$ cat src/rtl/sort4_pkg.sv
// Shared types and constants for the 4-entry sort controller: state encoding,
// stage numbering and the compare-swap pair map of the 3-stage network.
package sort4_pkg;

  localparam int WIDTH_DEF = 4;

  typedef enum logic [1:0] {
    ST_IDLE = 2'd0,
    ST_SORT = 2'd1,
    ST_DONE = 2'd2
  } state_t;

  localparam logic [1:0] STG0 = 2'd0;
  localparam logic [1:0] STG1 = 2'd1;
  localparam logic [1:0] STG2 = 2'd2;

  // Pair A / pair B slot indices per stage; stage 2 has only pair A.
  localparam logic [1:0] STG0_A_I = 2'd0, STG0_A_J = 2'd1, STG0_B_I = 2'd2, STG0_B_J = 2'd3;
  localparam logic [1:0] STG1_A_I = 2'd0, STG1_A_J = 2'd2, STG1_B_I = 2'd1, STG1_B_J = 2'd3;
  localparam logic [1:0] STG2_A_I = 2'd1, STG2_A_J = 2'd2;

  // Packed {a_i, a_j, b_i, b_j}; stage 2 repeats pair A in the unused B slot.
  function automatic logic [7:0] stage_pairs(input logic [1:0] stg);
    logic [7:0] pairs;
    case (stg)
      STG0:    pairs = {STG0_A_I, STG0_A_J, STG0_B_I, STG0_B_J};
      STG1:    pairs = {STG1_A_I, STG1_A_J, STG1_B_I, STG1_B_J};
      default: pairs = {STG2_A_I, STG2_A_J, STG2_A_I, STG2_A_J};
    endcase
    return pairs;
  endfunction

endpackage

$ cat src/rtl/sort4_cmp_swap.sv
// Combinational compare-swap element: o_first/o_second are the pair in the
// requested order; equal values pass through unswapped.
module sort4_cmp_swap
  import sort4_pkg::*;
#(
  parameter int WIDTH = WIDTH_DEF
) (
  input  logic [WIDTH-1:0] i_a,
  input  logic [WIDTH-1:0] i_b,
  input  logic             i_ascending,
  output logic [WIDTH-1:0] o_first,
  output logic [WIDTH-1:0] o_second
);

  logic w_swap;

  assign w_swap   = i_ascending ? (i_a > i_b) : (i_a < i_b);
  assign o_first  = w_swap ? i_b : i_a;
  assign o_second = w_swap ? i_a : i_b;

endmodule

$ cat src/rtl/sort4_controller.sv
// Sort sequencing controller: owns the 4-slot register bank, handles one-hot
// loads, and runs a 3-stage compare-swap network one stage per clock on start.
module sort4_controller
  import sort4_pkg::*;
#(
  parameter int WIDTH = WIDTH_DEF
) (
  input  logic             clk,
  input  logic             rst_n,
  input  logic             load_en,
  input  logic [3:0]       load_sel,
  input  logic [WIDTH-1:0] load_data,
  input  logic             start,
  input  logic             ascending,
  output logic [WIDTH-1:0] sorted_num0,
  output logic [WIDTH-1:0] sorted_num1,
  output logic [WIDTH-1:0] sorted_num2,
  output logic [WIDTH-1:0] sorted_num3,
  output logic [3:0]       loaded_mask,
  output logic             busy,
  output logic             done,
  output logic             load_err,
  output logic             start_err
);

  state_t           r_state, w_state_next;
  logic [1:0]       r_stage, w_stage_next;
  logic             r_asc, w_asc_next;
  logic [WIDTH-1:0] r_num [4];
  logic [WIDTH-1:0] w_num_next [4];
  logic [3:0]       r_mask, w_mask_next;
  logic             r_busy, w_busy_next;
  logic             r_done, w_done_next;
  logic             r_load_err, w_load_err_next;
  logic             r_start_err, w_start_err_next;

  logic             w_sorting, w_sel_onehot, w_load_ok, w_start_ok;
  logic [7:0]       w_pairs;
  logic [1:0]       w_idx_i [2];
  logic [1:0]       w_idx_j [2];
  logic [WIDTH-1:0] w_first [2];
  logic [WIDTH-1:0] w_second [2];

  assign w_sorting    = (r_state == ST_SORT);
  assign w_sel_onehot = (load_sel != 4'b0000) && ((load_sel & (load_sel - 4'd1)) == 4'b0000);
  assign w_load_ok    = load_en && !w_sorting && w_sel_onehot;
  assign w_start_ok   = start && !w_sorting && !load_en && (r_mask == 4'hF);

  assign w_pairs    = stage_pairs(r_stage);
  assign w_idx_i[0] = w_pairs[7:6];
  assign w_idx_j[0] = w_pairs[5:4];
  assign w_idx_i[1] = w_pairs[3:2];
  assign w_idx_j[1] = w_pairs[1:0];

  generate
    for (genvar gi = 0; gi < 2; gi++) begin : g_swap
      sort4_cmp_swap #(.WIDTH(WIDTH)) u_cmp_swap (
        .i_a         (r_num[w_idx_i[gi]]),
        .i_b         (r_num[w_idx_j[gi]]),
        .i_ascending (r_asc),
        .o_first     (w_first[gi]),
        .o_second    (w_second[gi])
      );
    end
  endgenerate

  always_ff @(posedge clk or negedge rst_n) begin
    if (!rst_n) begin
      r_state     <= ST_IDLE;
      r_stage     <= STG0;
      r_asc       <= 1'b1;
      for (int k = 0; k < 4; k++) r_num[k] <= '0;
      r_mask      <= 4'b0000;
      r_busy      <= 1'b0;
      r_done      <= 1'b0;
      r_load_err  <= 1'b0;
      r_start_err <= 1'b0;
    end else begin
      r_state     <= w_state_next;
      r_stage     <= w_stage_next;
      r_asc       <= w_asc_next;
      for (int k = 0; k < 4; k++) r_num[k] <= w_num_next[k];
      r_mask      <= w_mask_next;
      r_busy      <= w_busy_next;
      r_done      <= w_done_next;
      r_load_err  <= w_load_err_next;
      r_start_err <= w_start_err_next;
    end
  end

  always_comb begin
    w_state_next = r_state;
    w_stage_next = r_stage;
    w_asc_next   = r_asc;
    case (r_state)
      ST_SORT: begin
        if (r_stage == STG2) begin
          w_state_next = ST_DONE;
          w_stage_next = STG0;
        end else begin
          w_stage_next = r_stage + 2'd1;
        end
      end
      default: begin
        if (w_start_ok) begin
          w_state_next = ST_SORT;
          w_stage_next = STG0;
          w_asc_next   = ascending;
        end else if (w_load_ok) begin
          w_state_next = ST_IDLE;
        end
      end
    endcase
  end

  always_comb begin
    for (int k = 0; k < 4; k++) w_num_next[k] = r_num[k];
    w_mask_next      = r_mask;
    w_done_next      = r_done;
    w_busy_next      = (w_state_next == ST_SORT);
    w_load_err_next  = load_en && !w_load_ok;
    w_start_err_next = start && !w_start_ok;
    if (w_sorting) begin
      w_num_next[w_idx_i[0]] = w_first[0];
      w_num_next[w_idx_j[0]] = w_second[0];
      if (r_stage != STG2) begin
        w_num_next[w_idx_i[1]] = w_first[1];
        w_num_next[w_idx_j[1]] = w_second[1];
      end else begin
        w_mask_next = 4'b0000;
        w_done_next = 1'b1;
      end
    end else if (w_load_ok) begin
      for (int k = 0; k < 4; k++) begin
        if (load_sel[k]) w_num_next[k] = load_data;
      end
      w_mask_next = r_mask | load_sel;
      w_done_next = 1'b0;
    end else if (w_start_ok) begin
      w_done_next = 1'b0;
    end
  end

  assign sorted_num0 = r_num[0];
  assign sorted_num1 = r_num[1];
  assign sorted_num2 = r_num[2];
  assign sorted_num3 = r_num[3];
  assign loaded_mask = r_mask;
  assign busy        = r_busy;
  assign done        = r_done;
  assign load_err    = r_load_err;
  assign start_err   = r_start_err;

endmodule

$ cat config.mk
export PLATFORM = sky130hd
export DESIGN_NAME = sort4_controller
export DESIGN_NICKNAME = d
export VERILOG_FILES = /design/src/rtl/sort4_pkg.sv /design/src/rtl/sort4_cmp_swap.sv /design/src/rtl/sort4_controller.sv
export SDC_FILE = /design/constraint.sdc
export NUM_CORES = 1
export LEC_CHECK = 0
export CORE_MARGIN = 1.5
export CORE_UTILIZATION = 51
export CTS_CLUSTER_DIAMETER = 200
export DETAILED_ROUTE_END_ITERATION = 8
export PLACE_DENSITY = 0.77
export REMOVE_ABC_BUFFERS = 1
export SYNTH_ARGS = -nofsm -noshare
export SYNTH_HDL_FRONTEND = slang
export SYNTH_SLANG_ARGS = --single-unit
$ cat constraint.sdc
create_clock -name clk -period 7.6 [get_ports clk]
set_clock_uncertainty 0.05 [all_clocks]
set_input_delay 1.52 -clock clk [delete_from_list [all_inputs] [get_ports clk]]
set_output_delay 1.52 -clock clk [all_outputs]
set_load 0.02 [all_outputs]
# ---- Word level (Yosys, flattened, before mapping)
# Cells that the tools add are included.
dict set report totals {
  wordCells 125
  inputBits 13
  ff_bits 29
}
dict set report classes {
  bitwise 7
  reduce_logical 33
  add_sub_neg 2
  n_eq_ne 7
  muxes 52
  magnitude_cmp 12
}
# cell count
set ops {}
lappend ops {{$mux W4} 23}
lappend ops {{$bwmux W16} 4}
lappend ops {{$mux W16} 3}
lappend ops {{$bmux W4 S2} 4}
lappend ops {{$demux W4 S2} 4}
lappend ops {{$mux W2} 7}
lappend ops {{$pmux W7 S2} 1}
lappend ops {{$reduce_and A2 Y1} 7}
lappend ops {{$ge A3 B3 Y1 const B} 4}
lappend ops {{$logic_and A1 B1 Y1} 12}
lappend ops {{$lt A3 B1 Y1 const B} 4}
lappend ops {{$not A2 Y3} 4}
lappend ops {{$reduce_bool A2 Y1} 6}
lappend ops {{$gt A4 B4 Y1} 2}
lappend ops {{$lt A4 B4 Y1} 2}
lappend ops {{$eq A2 B1 Y1 const B} 3}
lappend ops {{$mux W1} 6}
lappend ops {{$and A4 B4 Y4} 1}
lappend ops {{$eq A4 B4 Y1 const B} 1}
lappend ops {{$logic_not A1 Y1} 4}
lappend ops {{$logic_not A4 Y1} 1}
lappend ops {{$ne A2 B2 Y1 const B} 2}
lappend ops {{$or A4 B4 Y4} 1}
lappend ops {{$reduce_bool A4 Y1} 1}
lappend ops {{6 further kinds} 6}

# ---- Longest topological paths before layout
# Gate-level depths: netlist (run 1).
dict set report logic_depth {
  ltp_word 15
  depth_mapped 14
  depth_no_buf 11
}

# ---- By module
# Synthesis (run 1) repeated with hierarchy kept, for this count alone.
dict set report hier_totals {
  cells_unflattened 242
  area_unflattened_um2 2481.1
}
# mod cells_per_inst instances area_per_inst_um2 seq_area_each_um2
set modules_own_cells {}
lappend modules_own_cells {sort4_controller 172 1 1757.9 726.9}
lappend modules_own_cells {sort4_cmp_swap 35 2 361.6 0.0}

# ---- Least setup slack after synthesis (run 1)
# No wires, ideal clock.
dict set report synth_timing {
  path_type {register to register}
  from {register r_stage[1]}
  to {register r_num (netlist bit sorted_num2[1])}
  path_stages_with_launch 11
  n_path_buf 2
  slack_ns 4.452
  setup_ns 0.134
  t_required_ns 7.416
  period_less_slack_ns 3.148
  arrival_ns 2.965
  path_cell_list {dfrtp_1 > buf_6 > clkbuf_1 > mux2i_1 > ha_1 > a21oi_1 > nand2_4 > mux2_2 > a32o_1 > o41ai_1 > o21ai_1}
}
dict set report synth_between {
  elab_chain_len 15
}
# element line_no
set synth_rtl {}
lappend synth_rtl {{start: declaration} sort4_controller.sv:27} ;# logic [1:0] r_stage, w_stage_next;
lappend synth_rtl {{start signal: assignment} sort4_controller.sv:80} ;# r_stage <= w_stage_next;
lappend synth_rtl {{$eq A2 B1 Y1 / $logic_not A2 Y1 (equally long branches)} sort4_pkg.sv:25} ;# case (stg)
lappend synth_rtl {{$pmux W7 S2} sort4_pkg.sv:25}
lappend synth_rtl {{$not A2 Y3, on equally long branches} -}
lappend synth_rtl {{$bmux W4 S2, on equally long branches} {sort4_controller.sv:58, sort4_controller.sv:59}}
lappend synth_rtl {{$mux W4, on equally long branches (2 in a row)} {sort4_controller.sv:58, sort4_controller.sv:59}}
lappend synth_rtl {{$lt A4 B4 Y1 / $gt A4 B4 Y1 (equally long branches)} sort4_cmp_swap.sv:17} ;# assign w_swap = i_ascending ? (i_a > i_b) : (i_a < i_b);
lappend synth_rtl {{$mux W1} sort4_cmp_swap.sv:17}
lappend synth_rtl {{$mux W4} sort4_cmp_swap.sv:18} ;# assign o_first = w_swap ? i_b : i_a;
lappend synth_rtl {{$bwmux W16} sort4_controller.sv:124} ;# w_num_next[w_idx_i[0]] = w_first[0];
lappend synth_rtl {{$bwmux W16} sort4_controller.sv:125} ;# w_num_next[w_idx_j[0]] = w_second[0];
lappend synth_rtl {{$bwmux W16} sort4_controller.sv:127} ;# w_num_next[w_idx_i[1]] = w_first[1];
lappend synth_rtl {{$bwmux W16} sort4_controller.sv:128} ;# w_num_next[w_idx_j[1]] = w_second[1];
lappend synth_rtl {{$mux W16 *} sort4_controller.sv:126} ;# if (r_stage != STG2) begin
lappend synth_rtl {{$mux W16 *} sort4_controller.sv:123} ;# if (w_sorting) begin
lappend synth_rtl {{end: declaration} sort4_controller.sv:29} ;# logic [WIDTH-1:0] r_num [4];
# Mark *: on every way between the ends. The rest lies on a longest branch, timed or not. The select of a mux whose other input is x is not followed.
# A chain may end at the register's enable or synchronous reset.

# ---- Final worst setup path (run 1)
dict set report layout_timing {
  from {register r_stage[0]}
  to {register r_num (netlist bit sorted_num1[0])}
}
# The elaborated chain is that of the path after synthesis.

==> flow_metrics.py, run 1 <==
metrics = {
    "status": {
        "outcome": "finished, final reports clean",
    },
    "sta": {
        "rsz0062_at_grt": "no",
        "fmax_mhz": 267,
        "slew_viol_final": 0,
        "relSlewSlack_pct": 30.7,
        "finalCritPeriodShare_pct": 49.4,
        "final_hold_viol_count": 0,
        "finalSetupTns_ns": 0,
        "period_minus_slack_ns": 3.75,
        "setup_violations": 0,
        "worst_pin_slew_ns": 1.04,
    },
    "hold_path": {
        "hp-start": "done",
        "hp-class": "reg -> reg",
        "holdPathStages": 1,
        "whs_endpoint": "done",
    },
    "critical_path": {
        "crit_buf_inv": 0,
        "max_stage_delay_ns": 0.76,
        "crit_family": "compound AO/OA/AOI/OAI gates",
        "critPathArrivalTime_ns": 3.93,
        "critPathLaunchType": "flip-flop",
        "rr_worst_depth": 10,
        "r2r-end": "sorted_num1[0]",
        "worst_path_max_delay_cell": "o21ai_1",
        "crit_required_ns": 7.78,
        "path_class": "reg -> reg",
        "endpoint_kind": "flip-flop",
        "reg2reg_setup_slack_ns": 3.85,
        "worstPathMaxFanout": 16,
        "cp_cell_sequence": "nor2_8 > mux2_2 > ha_1 > nor2b_4 > o211ai_4 > a21bo_1 > o21ai_1 > mux2_2 > a22oi_1 > and3_1",
        "r2r-start": "r_stage[0]",
        "critPathMostFrequentCell": "mux2_2",
    },
    "yosys": {
        "ys_ff_latch": 29,
        "async_flop_share_pct": 100,
        "synth_area_leader_cell": "dfrtp_1",
        "synth_area_per_cell_sq_um": 8.73,
        "synth.area.top_cells": "dfrtp_1 30%, mux2i_1 8.5%, a21oi_1 4.9%",
        "synth_top_area_share_pct": 29.8,
        "ys_seq_area_share_pct": 31.0,
        "ys.flop_type": "dfrtp_1",
        "synth_cell_types": 58,
        "synth-edff-count": 0,
        "yosysWarnings": 0,
        "syn_inst": 269,
        "syn_area_sq_um": 2350,
    },
    "drt": {
        "drt-pass1-iter-count": 5,
        "viasPerCell": 6.29,
        "routed_wl_mm": 6.45,
        "via_count": 2233,
        "drt-wirelength-per-cell_microns": 18.2,
        "drc": 0,
        "antenna_left": 0,
        "drt_iter0_markers": 244,
    },
    "grt": {
        "grt_pass1_vias": 2080,
        "grt_overflow_total": 0,
        "grt_util_all_layers_pct": 27.4,
        "antenna_found_initial": 0,
        "grt_max_degree": 30,
        "grt_pass1_wl_mm": 10.8,
    },
    "place": {
        "gp_congestion": 0.929,
        "portBuffers": 36,
        "dp_hpwl_mm": 4.68,
    },
    "clock_tree": {
        "hold_buffers": 0,
        "root_buffer": "clkbuf_8",
        "cts-buffers-inserted": 5,
        "post_cts_resized": 0,
        "cts_setup_buffers": 0,
        "cts_max_path_buffers": 2,
        "clkTransAtPathRegs_ns": 0.07,
        "clock_latency_ns": 0.29,
        "numClockSinks": 29,
        "cts_tree": "built",
        "htreeDepth": 2,
    },
    "floorplanning": {
        "start_util_pct": 53.6,
        "core-area_sq_um": 4380,
        "ios": 37,
        "fp.dieH_microns": 70.9,
        "die_area_sq_um": 5020,
        "die_w_microns": 70.9,
        "rows": 24,
    },
    "finish": {
        "layout-drive-gt1-share_pct": 8.58,
        "antenna_cells": 0,
        "fillers": 365,
        "syn2layout_area_growth_pct": 19.3,
        "nets": 323,
    },
    "run": {
        "cap_viol_max_count": 0,
    },
}
-- synth_stat cells (4+ instances only) --
cell / number
buf_6: 4
mux2_2: 4
nor2_1: 27
nor2b_1: 7
ha_1: 8
nand2_1: 18
nand4_1: 6
o21ai_1: 4
a21o_1: 5
mux2i_1: 20
a21oi_1: 23
inv_1: 15
dfrtp_1: 28
nand3_1: 7
o21ai_0: 16
a22oi_1: 9
clkbuf_1: 4
nor3_1: 8
-- sequential cells by signal, indices dropped and copies added (netlist names) --
signal,flops
busy,1
done,1
load_err,1
loaded_mask,4
r_asc,1
r_stage,2
r_state,2
sorted_num0,4
sorted_num1,4
sorted_num2,4
sorted_num3,4
start_err,1
-- per-layer routing --
metal	share of wire, %	up-vias	global-route usage (%)
li1	-	1063	-
met1	43	1056	38.3
met2	48	101	42.4
met3	7.5	13	6.27
met4	1.6	0	9.01
met5	0	-	0
-- kinds of logic (layout without fill, tap and decap cells) --
logic type | Yosys count | count (layout) | share of synthesized area (%)
AND/OR/NAND/NOR | 93 | 93 | 21.2
AO/OA/AOI/OAI | 86 | 86 | 25.1
flip-flops | 29 | 29 | 31.0
buffers and inverters | 27 | 61 | 6.93
multiplexers | 24 | 24 | 10.4
adder cells (fa/ha/maj) | 8 | 8 | 4.26
XOR/XNOR | 2 | 2 | 1.07
-- per-stage QoR --
stage / cells / area [sq um] / setup slack, ns / hold slack (ns) / utilization, %
after floorplan: 257 / 2240 / 4.29 / 0.463 / -
after global placement: 347 / 2680 / 3.92 / 0.418 / 61.2
after detailed placement: 347 / 2680 / 3.88 / 0.416 / 61.2
after CTS: 355 / 2800 / 3.88 / 0.441 / 63.9
after global routing: 355 / 2800 / 3.52 / 0.456 / 63.9
final: 355 / 2800 / 3.85 / 0.436 / 63.9
-- area by class of cell --
| class | instances | area, sq um | area share [%] |
|---|---|---|---|
| Timing Repair Buffer | 38 | 375 | 13.4 |
| Inverter | 15 | 56.3 | 2.01 |
| Clock buffer | 6 | 82.6 | 2.95 |
| Tap cell | 52 | 65.1 | 2.32 |
| Sequential cell | 29 | 727 | 25.9 |
| Multi-Input combinational cell | 213 | 1460 | 52.1 |
| Clock inverter | 2 | 37.5 | 1.34 |
-- cell usage in the layout (no fill, tap or decap), types with 8 or more instances in the layout --
master / synthesis / layout
a22oi_1: 9 / 9
clkdlybuf4s50_1: 0 / 36
nor2_1: 27 / 27
nor3_1: 8 / 8
mux2i_1: 20 / 20
dfrtp_1: 28 / 28
ha_1: 8 / 8
inv_1: 15 / 15
o21ai_0: 16 / 16
nand2_1: 18 / 18
a21oi_1: 23 / 23
-- how the worst max path moves through the flow --
stage / from / endpoint / slack, ns / cells past startpoint
4_1_cts: r_stage[0] / sorted_num1[0] / 3.88 / 10
3_5_place_dp: load_sel[0] / sorted_num2[1] / 3.88 / 8
5_1_grt: r_stage[0] / sorted_num1[0] / 3.52 / 9
6_report: r_stage[0] / sorted_num1[0] / 3.85 / 10
2_1_floorplan: r_stage[1] / sorted_num1[0] / 4.29 / 10
3_3_place_gp: r_stage[0] / sorted_num1[0] / 3.92 / 10
Power of run 1 is not shown: default switching activity piles up to over one toggle a cycle in this logic, so the estimate is an artifact.
==> run 2: changes to the inputs <==
- clock period: 7.6 -> 3.6 ns (I/O delays scaled with it)
==> run 2 against run 1 <==
Effect of this change:
- sequential share of layout area fell by 0.48 points
- non-clock buffer count rose by 7
- final cell count rose by 2.0%
- routed wire length rose by 2.5%
- critical path depth fell by 1
- hold slack barely moved
- worst setup slack got worse by 3.6 ns
- sequential cell count did not move
- via count rose by 2.1%
- design area rose by 1.9%
- critical endpoint is now sorted_num2[3]
==> flow_metrics.py, run 2 (synthesized netlist as in run 1, its figures left out) <==
metrics = {
    "drt": {
        "viasPerCell": 6.30,
        "drt_iter0_markers": 221,
        "via_count": 2280,
        "antenna_left": 0,
        "drt-pass1-iter-count": 5,
        "drc": 0,
        "routed_wl_mm": 6.62,
        "drt-wirelength-per-cell_microns": 18.3,
    },
    "floorplanning": {
        "start_util_pct": 53.6,
        "rows": 24,
        "die_area_sq_um": 5020,
        "fp.dieH_microns": 70.9,
        "ios": 37,
        "core-area_sq_um": 4380,
        "die_w_microns": 70.9,
    },
    "critical_path": {
        "path_class": "reg -> reg",
        "crit_buf_inv": 0,
        "critPathLaunchType": "flip-flop",
        "crit_family": "compound AO/OA/AOI/OAI gates",
        "worstPathMaxFanout": 13,
        "r2r-end": "sorted_num2[3]",
        "max_stage_delay_ns": 0.58,
        "cp_num_cells": 9,
        "r2r-start": "r_stage[1]",
        "rr_worst_depth": 9,
        "reg2reg_setup_slack_ns": 0.21,
        "endpoint_kind": "flip-flop",
        "crit_required_ns": 3.71,
        "cp_cell_sequence": "nor2_8 > mux2i_1 > ha_1 > a21oi_1 > a211oi_1 > a41o_1 > a2111o_1 > o41ai_1 > o21ai_1",
        "critPathArrivalTime_ns": 3.50,
        "worst_path_max_delay_cell": "dfrtp_1",
    },
    "sta": {
        "fmax_mhz": 295,
        "slew_viol_final": 0,
        "setup_violations": 0,
        "period_minus_slack_ns": 3.39,
        "finalCritPeriodShare_pct": 94.1,
        "final_hold_viol_count": 0,
        "relSlewSlack_pct": 53.4,
        "worst_slack_ns": 0.213,
        "finalSetupTns_ns": 0,
        "rsz0062_at_grt": "no",
        "worst_pin_slew_ns": 0.696,
    },
    "place": {
        "portBuffers": 36,
        "placed_cell_area_sq_um": 2740,
        "gp_congestion": 0.902,
        "dp_hpwl_mm": 4.87,
        "post-place-ws_ns": 0.276,
    },
    "status": {
        "outcome": "finished, final reports clean",
    },
    "hold_path": {
        "whs_endpoint": "done",
        "hp-start": "done",
        "hp-class": "reg -> reg",
        "holdPathStages": 1,
    },
    "grt": {
        "grt_pass1_vias": 2127,
        "antenna_found_initial": 0,
        "grt_max_degree": 30,
        "grt_overflow_total": 0,
        "grt_pass1_wl_mm": 10.9,
        "grt_util_all_layers_pct": 27.8,
    },
    "run": {
        "cap_viol_max_count": 0,
    },
    "finish": {
        "nets": 330,
        "final_cell_area_sq_um": 2860,
        "layout-drive-gt1-share_pct": 10.6,
        "syn2layout_area_growth_pct": 21.6,
        "final_util_pct": 65.1,
        "final_cell_mix": "36 x clkdlybuf4s50_1, 28 x dfrtp_1, 27 x nor2_1, 23 x a21oi_1, 20 x mux2i_1",
        "final_common_cell": "clkdlybuf4s50_1",
        "antenna_cells": 0,
    },
    "clock_tree": {
        "cts_max_path_buffers": 2,
        "clock_latency_ns": 0.29,
        "hold_buffers": 0,
        "cts_setup_buffers": 0,
        "cts-buffers-inserted": 5,
        "clkTransAtPathRegs_ns": 0.07,
        "root_buffer": "clkbuf_8",
        "numClockSinks": 29,
        "cts_tree": "built",
        "post_cts_resized": 0,
        "htreeDepth": 2,
    },
}
-- run 2: worst max-delay path by stage --
stage | startpoint | end | slack, ns
global route | r_stage[1] | sorted_num2[0] | 0.005
CTS | r_stage[1] | sorted_num2[3] | 0.27
detailed placement | r_stage[1] | sorted_num2[1] | 0.28
finish | r_stage[1] | sorted_num2[3] | 0.21
floorplan | r_stage[1] | sorted_num1[0] | 0.29
global placement | r_stage[1] | sorted_num2[3] | 0.35
-- run 2: area by class of cell --
cell class	instances	area, sq um
fillers	374	1530
multi-input cells	213	1460
flip-flops and latches	29	727
repair buffers	45	428
clock buffers	6	82.6
well taps	52	65.1
inverters	15	56.3
clock inverters	2	37.5
-- run 2: metal layers --
layer	part of all wire, %	GRT usage, %	vias up
li1	-	-	1075
met1	45	39.7	1083
met2	46	42.8	109
met3	7.3	5.13	13
met4	1.9	8.81	0
met5	0	0	-
-- run 2: worst reg2reg max path, cell delays in order, from the launching register on --
cell and delay, ns:
dfrtp_1 0.58, nor2_8 0.29, mux2i_1 0.31, ha_1 0.33, a21oi_1 0.38, a211oi_1 0.13
a41o_1 0.26, a2111o_1 0.44, o41ai_1 0.38, o21ai_1 0.11
-- run 2: stage by stage --
| step | hold WS, ns | instances |
|---|---|---|
| 6_report | 0.436 | 362 |
| 5_1_grt | 0.458 | 362 |
| 4_1_cts | 0.441 | 362 |
| 3_5_place_dp | 0.415 | 354 |
| 3_3_place_gp | 0.415 | 354 |
| 2_1_floorplan | 0.374 | 257 |
Power of run 2 is left out for the same reason.
